==> src/rtl/addr_presence_tracker.sv <==
// Small associative table of {addr, data} entries with one-cycle lookup.
// Commands are write/delete/clear; the clear sweeps one entry per cycle.
module addr_presence_tracker #(
  parameter int DEPTH = 8,
  parameter int AW    = 32,
  parameter int DW    = 32
) (
  input  logic                       clk,
  input  logic                       rst,
  input  logic                       cmd_valid,
  output logic                       cmd_ready,
  input  logic [1:0]                 cmd_op,
  input  logic [AW-1:0]              cmd_addr,
  input  logic [DW-1:0]              cmd_data,
  input  logic                       lk_valid,
  input  logic [AW-1:0]              lk_addr,
  output logic                       lk_resp_valid,
  output logic                       lk_exists,
  output logic [DW-1:0]              lk_data,
  output logic [$clog2(DEPTH+1)-1:0] count,
  output logic                       full,
  output logic                       err
);

  localparam int IW = $clog2(DEPTH);
  localparam int CW = $clog2(DEPTH+1);

  localparam logic [0:0] IDLE  = 1'b0;
  localparam logic [0:0] CLEAR = 1'b1;

  localparam logic [1:0] OP_WR  = 2'b00;
  localparam logic [1:0] OP_DEL = 2'b01;
  localparam logic [1:0] OP_CLR = 2'b10;
  localparam logic [1:0] OP_RSV = 2'b11;

  logic [0:0]       state;
  logic [DEPTH-1:0] valid;
  logic [AW-1:0]    addr_q [DEPTH];
  logic [DW-1:0]    data_q [DEPTH];
  logic [IW-1:0]    clr_idx;

  logic          cmd_hit;
  logic [IW-1:0] cmd_idx;
  logic          free_found;
  logic [IW-1:0] free_idx;
  logic          lk_hit;
  logic [DW-1:0] lk_sel;

  always_comb begin
    cmd_hit    = 1'b0;
    cmd_idx    = '0;
    free_found = 1'b0;
    free_idx   = '0;
    lk_hit     = 1'b0;
    lk_sel     = '0;
    // Descending scan so the lowest free index wins.
    for (int i = DEPTH-1; i >= 0; i--) begin
      if (!valid[i]) begin
        free_found = 1'b1;
        free_idx   = IW'(i);
      end
      if (valid[i] && addr_q[i] == cmd_addr) begin
        cmd_hit = 1'b1;
        cmd_idx = IW'(i);
      end
      if (valid[i] && addr_q[i] == lk_addr) begin
        lk_hit = 1'b1;
        lk_sel = data_q[i];
      end
    end
  end

  logic accept;
  logic do_wr;
  logic wr_upd;
  logic wr_new;
  logic wr_drop;
  logic do_del;
  logic do_clr;
  logic do_rsv;
  logic clr_dec;
  logic clr_last;

  assign cmd_ready = (state == IDLE);
  assign accept    = cmd_valid && cmd_ready;
  assign do_wr     = accept && cmd_op == OP_WR;
  assign wr_upd    = do_wr && cmd_hit;
  assign wr_new    = do_wr && !cmd_hit && free_found;
  assign wr_drop   = do_wr && !cmd_hit && !free_found;
  assign do_del    = accept && cmd_op == OP_DEL && cmd_hit;
  assign do_clr    = accept && cmd_op == OP_CLR;
  assign do_rsv    = accept && cmd_op == OP_RSV;
  assign clr_dec   = (state == CLEAR) && valid[clr_idx];
  assign clr_last  = clr_idx == IW'(DEPTH-1);

  logic [CW-1:0] next_count;

  always_comb begin
    next_count = count;
    unique case (1'b1)
      wr_new:            next_count = count + CW'(1);
      do_del || clr_dec: next_count = count - CW'(1);
      default:           next_count = count;
    endcase
  end

  always_ff @(posedge clk) begin
    if (rst) begin
      state   <= IDLE;
      valid   <= '0;
      clr_idx <= '0;
      count   <= '0;
      full    <= 1'b0;
      err     <= 1'b0;
    end else begin
      count <= next_count;
      full  <= next_count == CW'(DEPTH);
      err   <= wr_drop || do_rsv;
      if (wr_new) valid[free_idx] <= 1'b1;
      if (do_del) valid[cmd_idx] <= 1'b0;
      if (state == CLEAR) begin
        valid[clr_idx] <= 1'b0;
        clr_idx        <= clr_idx + IW'(1);
        if (clr_last) state <= IDLE;
      end else if (do_clr) begin
        state   <= CLEAR;
        clr_idx <= '0;
      end
    end
  end

  // Payload storage carries no reset; only valid bits gate visibility.
  always_ff @(posedge clk) begin
    if (!rst) begin
      if (wr_upd) data_q[cmd_idx] <= cmd_data;
      if (wr_new) begin
        addr_q[free_idx] <= cmd_addr;
        data_q[free_idx] <= cmd_data;
      end
    end
  end

  always_ff @(posedge clk) begin
    if (rst) begin
      lk_resp_valid <= 1'b0;
      lk_exists     <= 1'b0;
      lk_data       <= '0;
    end else begin
      lk_resp_valid <= lk_valid;
      lk_exists     <= lk_valid && lk_hit && state == IDLE;
      lk_data       <= (lk_valid && lk_hit && state == IDLE) ? lk_sel : '0;
    end
  end

endmodule

==> config.mk <==
export PLATFORM = sky130hd
export DESIGN_NAME = addr_presence_tracker
export DESIGN_NICKNAME = d
export VERILOG_FILES = /design/src/rtl/addr_presence_tracker.sv
export SDC_FILE = /design/constraint.sdc
export NUM_CORES = 1
export LEC_CHECK = 0
export CELL_PAD_IN_SITES_DETAIL_PLACEMENT = 1
export CELL_PAD_IN_SITES_GLOBAL_PLACEMENT = 1
export CORE_UTILIZATION = 50
export CTS_CLUSTER_DIAMETER = 80
export CTS_CLUSTER_SIZE = 30
export DETAILED_ROUTE_END_ITERATION = 8
export HOLD_SLACK_MARGIN = 0.12
export PLACE_DENSITY = 0.91
export SYNTH_ARGS = -nofsm -noshare
export SYNTH_HDL_FRONTEND = slang
export SYNTH_SLANG_ARGS = --single-unit
export TNS_END_PERCENT = 30
==> constraint.sdc <==
create_clock -name clk -period 9.98 [get_ports clk]
set_clock_uncertainty 0.2 [all_clocks]
set_input_delay 1.996 -clock clk [delete_from_list [all_inputs] [get_ports clk]]
set_output_delay 1.996 -clock clk [all_outputs]
set_load 0.02 [all_outputs]
# Word level (Yosys, flattened, before mapping)

Memories as Yosys holds them, arrays and structs flattened.
Index checks and enable logic that the tools add are counted.

Memory bits (writable): 512
Memories kept: 2
Register bits: 52
Word-level logic and storage cells: 164

Memory list:

| memory | words | bits a word | rd ports | clocked after memory_dff | write ports | line | RTL |
|---|---|---|---|---|---|---|---|
| addr_q | 8     | 32          | 8        | 0                        | 1           | 38   | `logic [AW-1:0] addr_q [DEPTH];` |
| data_q | 8     | 32          | 8        | 0                        | 1           | 39   | `logic [DW-1:0] data_q [DEPTH];` |

Equality and inequality tests: 21
Bitwise logic cells: 7
Muxes and demuxes: 76
$add $sub $neg: 3
Reduce and logical (&&, ||, !) cells: 40
Magnitude comparators: 6

Operator list:

| operator                                                                     | number |
|---|---|
| 32-bit == test                                                               | 16 |
| 32-bit two-way mux                                                           | 9 |
| 3-bit two-way mux                                                            | 19 |
| 8-bit two-way mux                                                            | 5 |
| 1-bit two-way mux                                                            | 38 |
| 1-bit logical AND                                                            | 32 |
| 32-bit OR reduction                                                          | 1 |
| 8-bit bitwise AND                                                            | 2 |
| 8-bit inverter                                                               | 2 |
| 3-bit by 4-bit less-than comparator with 1-bit output, second input constant | 3 |
| 1-bit demux with 3-bit select                                                | 3 |
| 3-bit by 1-bit >= comparator with 1-bit output, second input constant        | 3 |
| 8-bit OR                                                                     | 1 |
| 4-bit case mux with 2 select lines                                           | 1 |
| 4-bit by 1-bit adder with 4-bit output, second input constant                | 1 |
| 2-bit == test, second input constant                                         | 2 |
| 4-bit == test, second input constant                                         | 1 |
| 4-bit by 1-bit subtractor with 4-bit output, second input constant           | 1 |
| 3-bit by 1-bit adder with 3-bit output, second input constant                | 1 |
| 1-bit binary-select mux with 3-bit select                                    | 1 |
| 3-bit == test, second input constant                                         | 1 |
| 2-bit by 1-bit == test with 1-bit output, second input constant              | 1 |
| 1-bit logical NOT                                                            | 2 |
| 2-bit logical NOT                                                            | 1 |
| other kinds (4)                                                              | 6 |

# Longest topological paths before layout

Gate-level depths: netlist of the first run.

Word-level depth: 20
Gate-level depth with buffers: 14

# Worst setup path before layout of the first run

No wires, ideal clock.

Path kind: input -> register
From: input cmd_addr[3]
To: memory addr_q[3][0] (enable)
Stages on the path: 10
Slack: 2.349 ns
Setup time: 0.501 ns
Arrival time: 6.930 ns
Cells stage by stage: buf_2 xor2_1 nor4_1 nand4b_1 or3_2 o41ai_2 or4_1 buf_2 or3_1 nor4_1

Cells in the longest elaborated chain, start to end: 16
Elaborated cells on any way between the ends: 30
Classes of those cells: 8 x eq/ne; 11 x mux; 11 x reduce/logical

Ends and longest elaborated chain:

| element                                   | line | RTL |
|---|---|---|
| from (decl)                               | 13   | `input logic [AW-1:0] cmd_addr,` |
| 32-bit == test                            | 62   | `if (valid[i] && addr_q[i] == cmd_addr) begin` |
| 1-bit logical AND                         | 62   |  |
| 1-bit two-way mux (7 in a row)            | 62   |  |
| 1-bit two-way mux *                       | 62   |  |
| 1-bit logical NOT *                       | 88   | `assign wr_new = do_wr && !cmd_hit && free_found;` |
| 1-bit logical AND * (2 in a row)          | 88   |  |
| 1-bit two-way mux *                       | 136  | `if (wr_new) begin` |
| 1-bit two-way mux *                       | 134  | `if (!rst) begin` |
| 1-bit two-way mux (not written as such) * | 137  | `addr_q[free_idx] <= cmd_addr;` |
| to (decl)                                 | 38   |  |

Every way passes the cells marked *; elsewhere a longest branch is shown, timed or not.

# Worst setup path in the final report of the first run

From: input cmd_addr[28]
To: memory data_q[5][31] (enable)

Cells in the longest elaborated chain, start to end: 18
Elaborated cells on any way between the ends: 45
Classes of those cells: 8 x eq/ne; 24 x mux; 13 x reduce/logical

Ends and longest elaborated chain:

| element                                                          | line | RTL |
|---|---|---|
| 32-bit == test                                                   | 62   |  |
| 1-bit logical AND                                                | 62   |  |
| 1-bit two-way mux (8 in a row)                                   | 62   |  |
| 1-bit logical NOT                                                | 88   |  |
| 1-bit logical AND (2 in a row)                                   | 88   |  |
| 1-bit two-way mux                                                | 136  |  |
| 1-bit two-way mux                                                | 134  |  |
| 1-bit two-way mux (not written as such)                          | 138  | `data_q[free_idx] <= cmd_data;` |
| 32-bit OR reduction (no line)                                    | n/a  |  |
| 3-bit two-way mux (no line) or 1-bit two-way mux (tied branches) | n/a  |  |
| to (decl)                                                        | 39   |  |

Parallel ways exist; a longest one is shown, timed or not.

==> results of run 1 <==
[per-stage QoR]
step | instances | setup WS, ns
after floorplan | 2053 | 2.35
after detailed placement | 2823 | 2.33
after global routing | 2886 | 2.77
final | 2886 | 2.85
after CTS | 2885 | 2.93
after global placement | 2823 | 2.49
[state kept, by name (all words and copies together) (netlist names)]
register and cells:
lk_data 32, count 4, data_q 256, addr_q 256, err 1, lk_resp_valid 1, clr_idx 3, lk_exists 1
full 1, state 1, valid 8
[how the worst max path moves through the flow]
stage | slack, ns | endpoint | cells after the start
after global placement | 2.49 | data_q[7][0] | 10
after CTS | 2.93 | data_q[5][24] | 10
final | 2.85 | data_q[5][31] | 10
after floorplan | 2.35 | addr_q[3][0] | 10
after global routing | 2.77 | data_q[5][28] | 10
after detailed placement | 2.33 | data_q[5][24] | 10
[synthesized netlist by cell type, types with 3 or more instances]
| master | n |
|---|---|
| edfxtp_1 | 512 |
| xor2_1 | 286 |
| xnor2_1 | 222 |
| nor4_1 | 117 |
| nand2_1 | 101 |
| mux2i_1 | 96 |
| inv_1 | 75 |
| nand4_1 | 75 |
| o21ai_0 | 72 |
| buf_2 | 53 |
| dfxtp_1 | 52 |
| clkbuf_1 | 36 |
| nand3_1 | 34 |
| nor3_1 | 33 |
| a311oi_1 | 32 |
| o21a_1 | 30 |
| mux2_1 | 29 |
| nor2_1 | 29 |
| a21oi_1 | 17 |
| buf_6 | 17 |
| nand2b_1 | 15 |
| or4_1 | 15 |
| buf_4 | 8 |
| nor4b_1 | 8 |
| nand4b_1 | 7 |
| nor2b_1 | 7 |
| a31oi_1 | 5 |
| and3_1 | 4 |
| ha_1 | 4 |
| inv_2 | 4 |
| o21ai_1 | 4 |
| a211oi_1 | 3 |
| and2_1 | 3 |
| buf_1 | 3 |
| or3_1 | 3 |
[per-layer routing]
metal,track usage [%],wire length [um],vias up
met5,0,99,-
met4,11.2,3220,2
met3,8.25,10100,200
met2,56.3,45000,1068
met1,49.4,40700,9700
li1,-,-,7747
[area by class of cell]
cell class / count / area, um^2
Sequential cell: 564 / 16400
Clock buffer: 36 / 880
Tap cell: 688 / 861
Antenna cell: 1 / 2.50
Timing Repair Buffer: 199 / 1850
Inverter: 79 / 297
Clock inverter: 26 / 409
Fill cell: 5129 / 22500
Multi-Input combinational cell: 1293 / 9870
[worst max-delay path: cells and delay by family]
kind	cells	cell delay, ns
compound gates	4	2.07
buf+inv	1	1.39
simple gates	4	1.33
xor+xnor	1	0.32
[power breakdown]
group	switching [W]	total, W	internal (W)
registers	0.00000715	0.00259	0.00258
clock network	0.000970	0.00170	0.000730
logic	0.000252	0.000368	0.000116
total	0.00123	0.00465	0.00342
[kinds of logic after synthesis]
| kind of cell | after synthesis | share of synthesized area (%) |
|---|---|---|
| AO/OA/AOI/OAI | 187 | 4.64 |
| XOR/XNOR | 509 | 16.5 |
| adder cells (fa/ha/maj) | 5 | 0.258 |
| buffers and inverters | 196 | 3.54 |
| flip-flops | 564 | 60.5 |
| multiplexers | 129 | 5.00 |
| AND/OR/NAND/NOR | 463 | 9.56 |
==> flow_metrics.env, run 1 <==
export IMPL_run_status="complete, no violations"
export IMPL_hp_start="count[1]"
export IMPL_crit_slowest_cell="clkdlybuf4s50_1"
export IMPL_synth_top_area_share_pct=56.7
export IMPL_arrival_ns=7.13
export IMPL_clock_sinks=564
export IMPL_crit_chain="clkdlybuf4s50_1, xor2_1, nor4_1, nand4_1, or4_1, o21ai_1, nand2_1, a21boi_1, o21ai_1, a21oi_4"
export IMPL_drive_gt1_share_pct=7.24
export IMPL_critPathLaunchType="input port"
export IMPL_mostFrequentLayoutCells="edfxtp_1 (512), xor2_1 (286), xnor2_1 (222)"
export IMPL_fin_util_pct=57.6
export IMPL_synth_edf_count=512
export IMPL_period_share_pct=71.4
export IMPL_power_w=0.00465
export IMPL_power_density_mw_per_mm2=152
export IMPL_worstPathMaxFanout=32
export IMPL_core_area_mm2=0.0531
export IMPL_drtPass1Iterations=6
export IMPL_cts_setup_buffers=0
export IMPL_grt_pass1_vias=19500
export IMPL_cts_max_level=2
export IMPL_grt_overflow=0
export IMPL_cts_root_buf="clkbuf_16"
export IMPL_wl_per_cell_um=34.3
export IMPL_portBuffers=142
export IMPL_clockBufferDepth=3
export IMPL_hold_end="count[1]"
export IMPL_fin_hold_ws_ns=0.382
export IMPL_initial_core_util_pct=51.1
export IMPL_ir_drop_mv=0.146
export IMPL_maxCapViolCount=0
export IMPL_period_needed_ns=7.13
export IMPL_slew_headroom_pct=7.82
export IMPL_cp_end_kind="flip-flop"
export IMPL_tritoncts="yes"
export IMPL_grt_antenna_before_repair=3
export IMPL_startpoint="cmd_addr[28]"
export IMPL_rows=84
export IMPL_routed_via_density=6.49
export IMPL_drv_slew=0
export IMPL_netlist_instances=2053
export IMPL_max_stage_delay_ns=1.39
export IMPL_grt_max_degree=64
export IMPL_path_class="input port to flip-flop"
export IMPL_finalWirelength_um=99100
export IMPL_ys_seq_area_share_pct=60.5
export IMPL_hpwl_um=69200
export IMPL_static_leakage_power_nw=10.6
export IMPL_place_area_mm2=0.0293
export IMPL_nNetsFinal=2278
export IMPL_hold_depth=2
export IMPL_ys_warnings_count=0
export IMPL_tightest_slew_ns=1.38
export IMPL_first_iter_violations=1997
export IMPL_crit_top_cell="o21ai_1"
export IMPL_syn_area_per_cell_um2=13.2
export IMPL_cp_data_required_time_ns=9.98
export IMPL_clk_latency_ns=0.61
export IMPL_fmax_ghz=0.140
export IMPL_cts_hold_fix_buffers=0
export IMPL_hold_viol=0
export IMPL_path_clk_slew_ns=0.11
export IMPL_synth_area_leader_cell="edfxtp_1"
export IMPL_gp_congestion=1.02
export IMPL_dieArea_mm2=0.0552
export IMPL_min_path_type="flip-flop to flip-flop"
export IMPL_syn_area_mm2=0.0271
export IMPL_reg2reg_to="data_q[5][31]"
export IMPL_grt_use_total_pct=35.8
export IMPL_synthToLayoutAreaGrowth_pct=12.8
export IMPL_grt_pass1_wl_um=141000
export IMPL_ctsResizeCount=0
export IMPL_ys_ff_latch=564
export IMPL_synth_cell_type_count=69
export IMPL_final_common_cell="edfxtp_1"
export IMPL_rr_worst_depth=9
export IMPL_async_flop_share_pct=0
export IMPL_finalSetupTns_ns=0
export IMPL_ant_nets=0
export IMPL_via_count=18700
export IMPL_die_w_um=235
export IMPL_pin_count=143
export IMPL_synth_nets=2160
export IMPL_setup_viol=0
export IMPL_final_design_area_no_fill_mm2=0.0306
export IMPL_die_h_um=235
export IMPL_ys_flop_type="edfxtp_1"
export IMPL_synth_area_leaders="edfxtp_1 (57%), xor2_1 (9.2%), xnor2_1 (7.2%), dfxtp_1 (3.8%), mux2i_1 (3.5%)"
export IMPL_r2r_start="addr_q[5][3]"
export IMPL_numCtsBuffers=34
export IMPL_drc=0
export IMPL_rsz0062_at_grt="false"
export IMPL_reg2reg_slack_ns=5.04
No activity file was read; power rests on OpenSTA's default activity.
==> run 2: changes to the inputs <==
Clock period 9.98 ns to 6.63 ns, I/O delays scaled along.
==> run 2 against run 1 <==
Effect of this change: critical endpoint is now full; via count increased by 1.9%; routed wire length decreased by 0.45%; largest cell class unchanged; core utilization increased by 0.95 points.
==> flow_metrics.env, run 2 (synthesis gave the netlist of run 1 again) <==
export IMPL_fmax_ghz=0.181
export IMPL_power_w=0.00684
export IMPL_hold_viol=0
export IMPL_rows=84
export IMPL_final_common_cell="edfxtp_1"
export IMPL_cts_root_buf="clkbuf_16"
export IMPL_arrival_ns=5.88
export IMPL_drtPass1Iterations=7
export IMPL_tritoncts="yes"
export IMPL_period_share_pct=83.5
export IMPL_clockBufferDepth=3
export IMPL_hpwl_um=70800
export IMPL_via_count=19100
export IMPL_cts_setup_buffers=0
export IMPL_worstPathMaxFanout=12
export IMPL_cp_end_kind="flip-flop"
export IMPL_crit_slowest_cell="clkdlybuf4s50_1"
export IMPL_cts_hold_fix_buffers=0
export IMPL_grt_overflow=0
export IMPL_grt_pass1_wl_um=142000
export IMPL_ant_nets=0
export IMPL_finalSetupTns_ns=0
export IMPL_rsz0062_at_grt="false"
export IMPL_nNetsFinal=2337
export IMPL_grt_pass1_vias=20100
export IMPL_synthToLayoutAreaGrowth_pct=14.7
export IMPL_routed_via_density=6.48
export IMPL_mostFrequentLayoutCells="edfxtp_1 (512), xor2_1 (286), xnor2_1 (222)"
export IMPL_numCtsBuffers=31
export IMPL_clock_sinks=564
export IMPL_gp_congestion=1.01
export IMPL_drv_slew=0
export IMPL_min_path_type="flip-flop to flip-flop"
export IMPL_max_stage_delay_ns=0.92
export IMPL_initial_core_util_pct=51.1
export IMPL_setup_viol=0
export IMPL_crit_chain="clkdlybuf4s50_1, xnor2_1, nor4b_1, nand4_1, nor4_1, or4_1, o21ai_1, nand2_1, ha_1, a21o_1, a21oi_1, nor2b_1, or4b_1, a21oi_1"
export IMPL_cp_data_required_time_ns=6.98
export IMPL_die_w_um=235
export IMPL_finalWirelength_um=98600
export IMPL_power_density_mw_per_mm2=220
export IMPL_period_needed_ns=5.53
export IMPL_ctsResizeCount=0
export IMPL_tightest_slew_ns=1.00
export IMPL_fillCellCount=5167
export IMPL_drc=0
export IMPL_maxCapViolCount=0
export IMPL_path_class="input port to flip-flop"
export IMPL_static_leakage_power_nw=10.8
export IMPL_critPathLaunchType="input port"
export IMPL_dieArea_mm2=0.0552
export IMPL_drive_gt1_share_pct=9.54
export IMPL_slew_headroom_pct=32.6
export IMPL_run_status="complete, no violations"
export IMPL_clk_latency_ns=0.64
export IMPL_wl_per_cell_um=33.5
export IMPL_reg_top3="addr_q (256), data_q (256), lk_data (32)"
export IMPL_grt_antenna_before_repair=1
export IMPL_grt_use_total_pct=35.6
export IMPL_core_area_mm2=0.0531
export IMPL_reg2reg_slack_ns=2.36
export IMPL_path_clk_slew_ns=0.09
export IMPL_cts_max_level=1
export IMPL_portBuffers=142
export IMPL_die_h_um=235
export IMPL_pin_count=143
export IMPL_ir_drop_mv=0.190
export IMPL_grt_max_degree=64
export IMPL_crit_top_cell="a21oi_1"
export IMPL_first_iter_violations=2344
## run 2: final cells by class
class                           instances  area, um^2  share of cell area (%)
Antenna cell                            1        2.50                 0.00805
Sequential cell                       564       16400                    52.8
Multi-Input combinational cell       1293        9880                    31.8
Clock inverter                         25         354                    1.14
Clock buffer                           32         779                    2.51
Timing Repair Buffer                  261        2500                    8.05
Inverter                               79         297                   0.954
Tap cell                              688         861                    2.77
## run 2: per-stage QoR
| stage | utilization (%) | setup slack (ns) | area (um^2) | std cells | hold slack, ns |
|---|---|---|---|---|---|
| after CTS | 58.6 | 1.21 | 31100 | 2942 | 0.388 |
| after global routing | 58.6 | 0.958 | 31100 | 2943 | 0.411 |
| final | 58.6 | 1.10 | 31100 | 2943 | 0.381 |
| after global placement | 56.4 | 0.592 | 30000 | 2885 | 0.348 |
| after floorplan | - | 0.336 | 27100 | 2053 | 0.297 |
| after detailed placement | 56.4 | 0.547 | 30000 | 2885 | 0.375 |
## run 2: final timing paths
| path | cells past startpoint | to | start |
|---|---|---|---|
| worst max-delay path | 14 | full | cmd_addr[7] |
| worst min-delay path | 2 | count[2] | count[2] |
| worst max register to register | 10 | lk_data[3] | addr_q[6][10] |
| worst min register to register | 2 | count[2] | count[2] |
## run 2: where the power goes
group	switching (W)	internal [W]
combinational	0.000382	0.000196
clock	0.00137	0.000995
sequential	0.0000112	0.00388
total	0.00177	0.00507
## run 2: routing by layer
metal / up-vias / GRT usage, % / wire length, um
met5: - / 0 / 0
met4: 0 / 18.3 / 5880
met3: 271 / 4.53 / 8470
met2: 1130 / 59.0 / 46900
met1: 9792 / 46.1 / 37400
li1: 7876 / - / -
## run 2: worst max-delay path, delay by kind of cell
kind                       cells  cell delay [ns]
adders and majority gates      1             0.24
and+or+nand+nor                7             2.12
xor gates and xnor gates       1             0.56
AOI/OAI and AO/OA              4             0.69
buffers and inverters          1             0.92
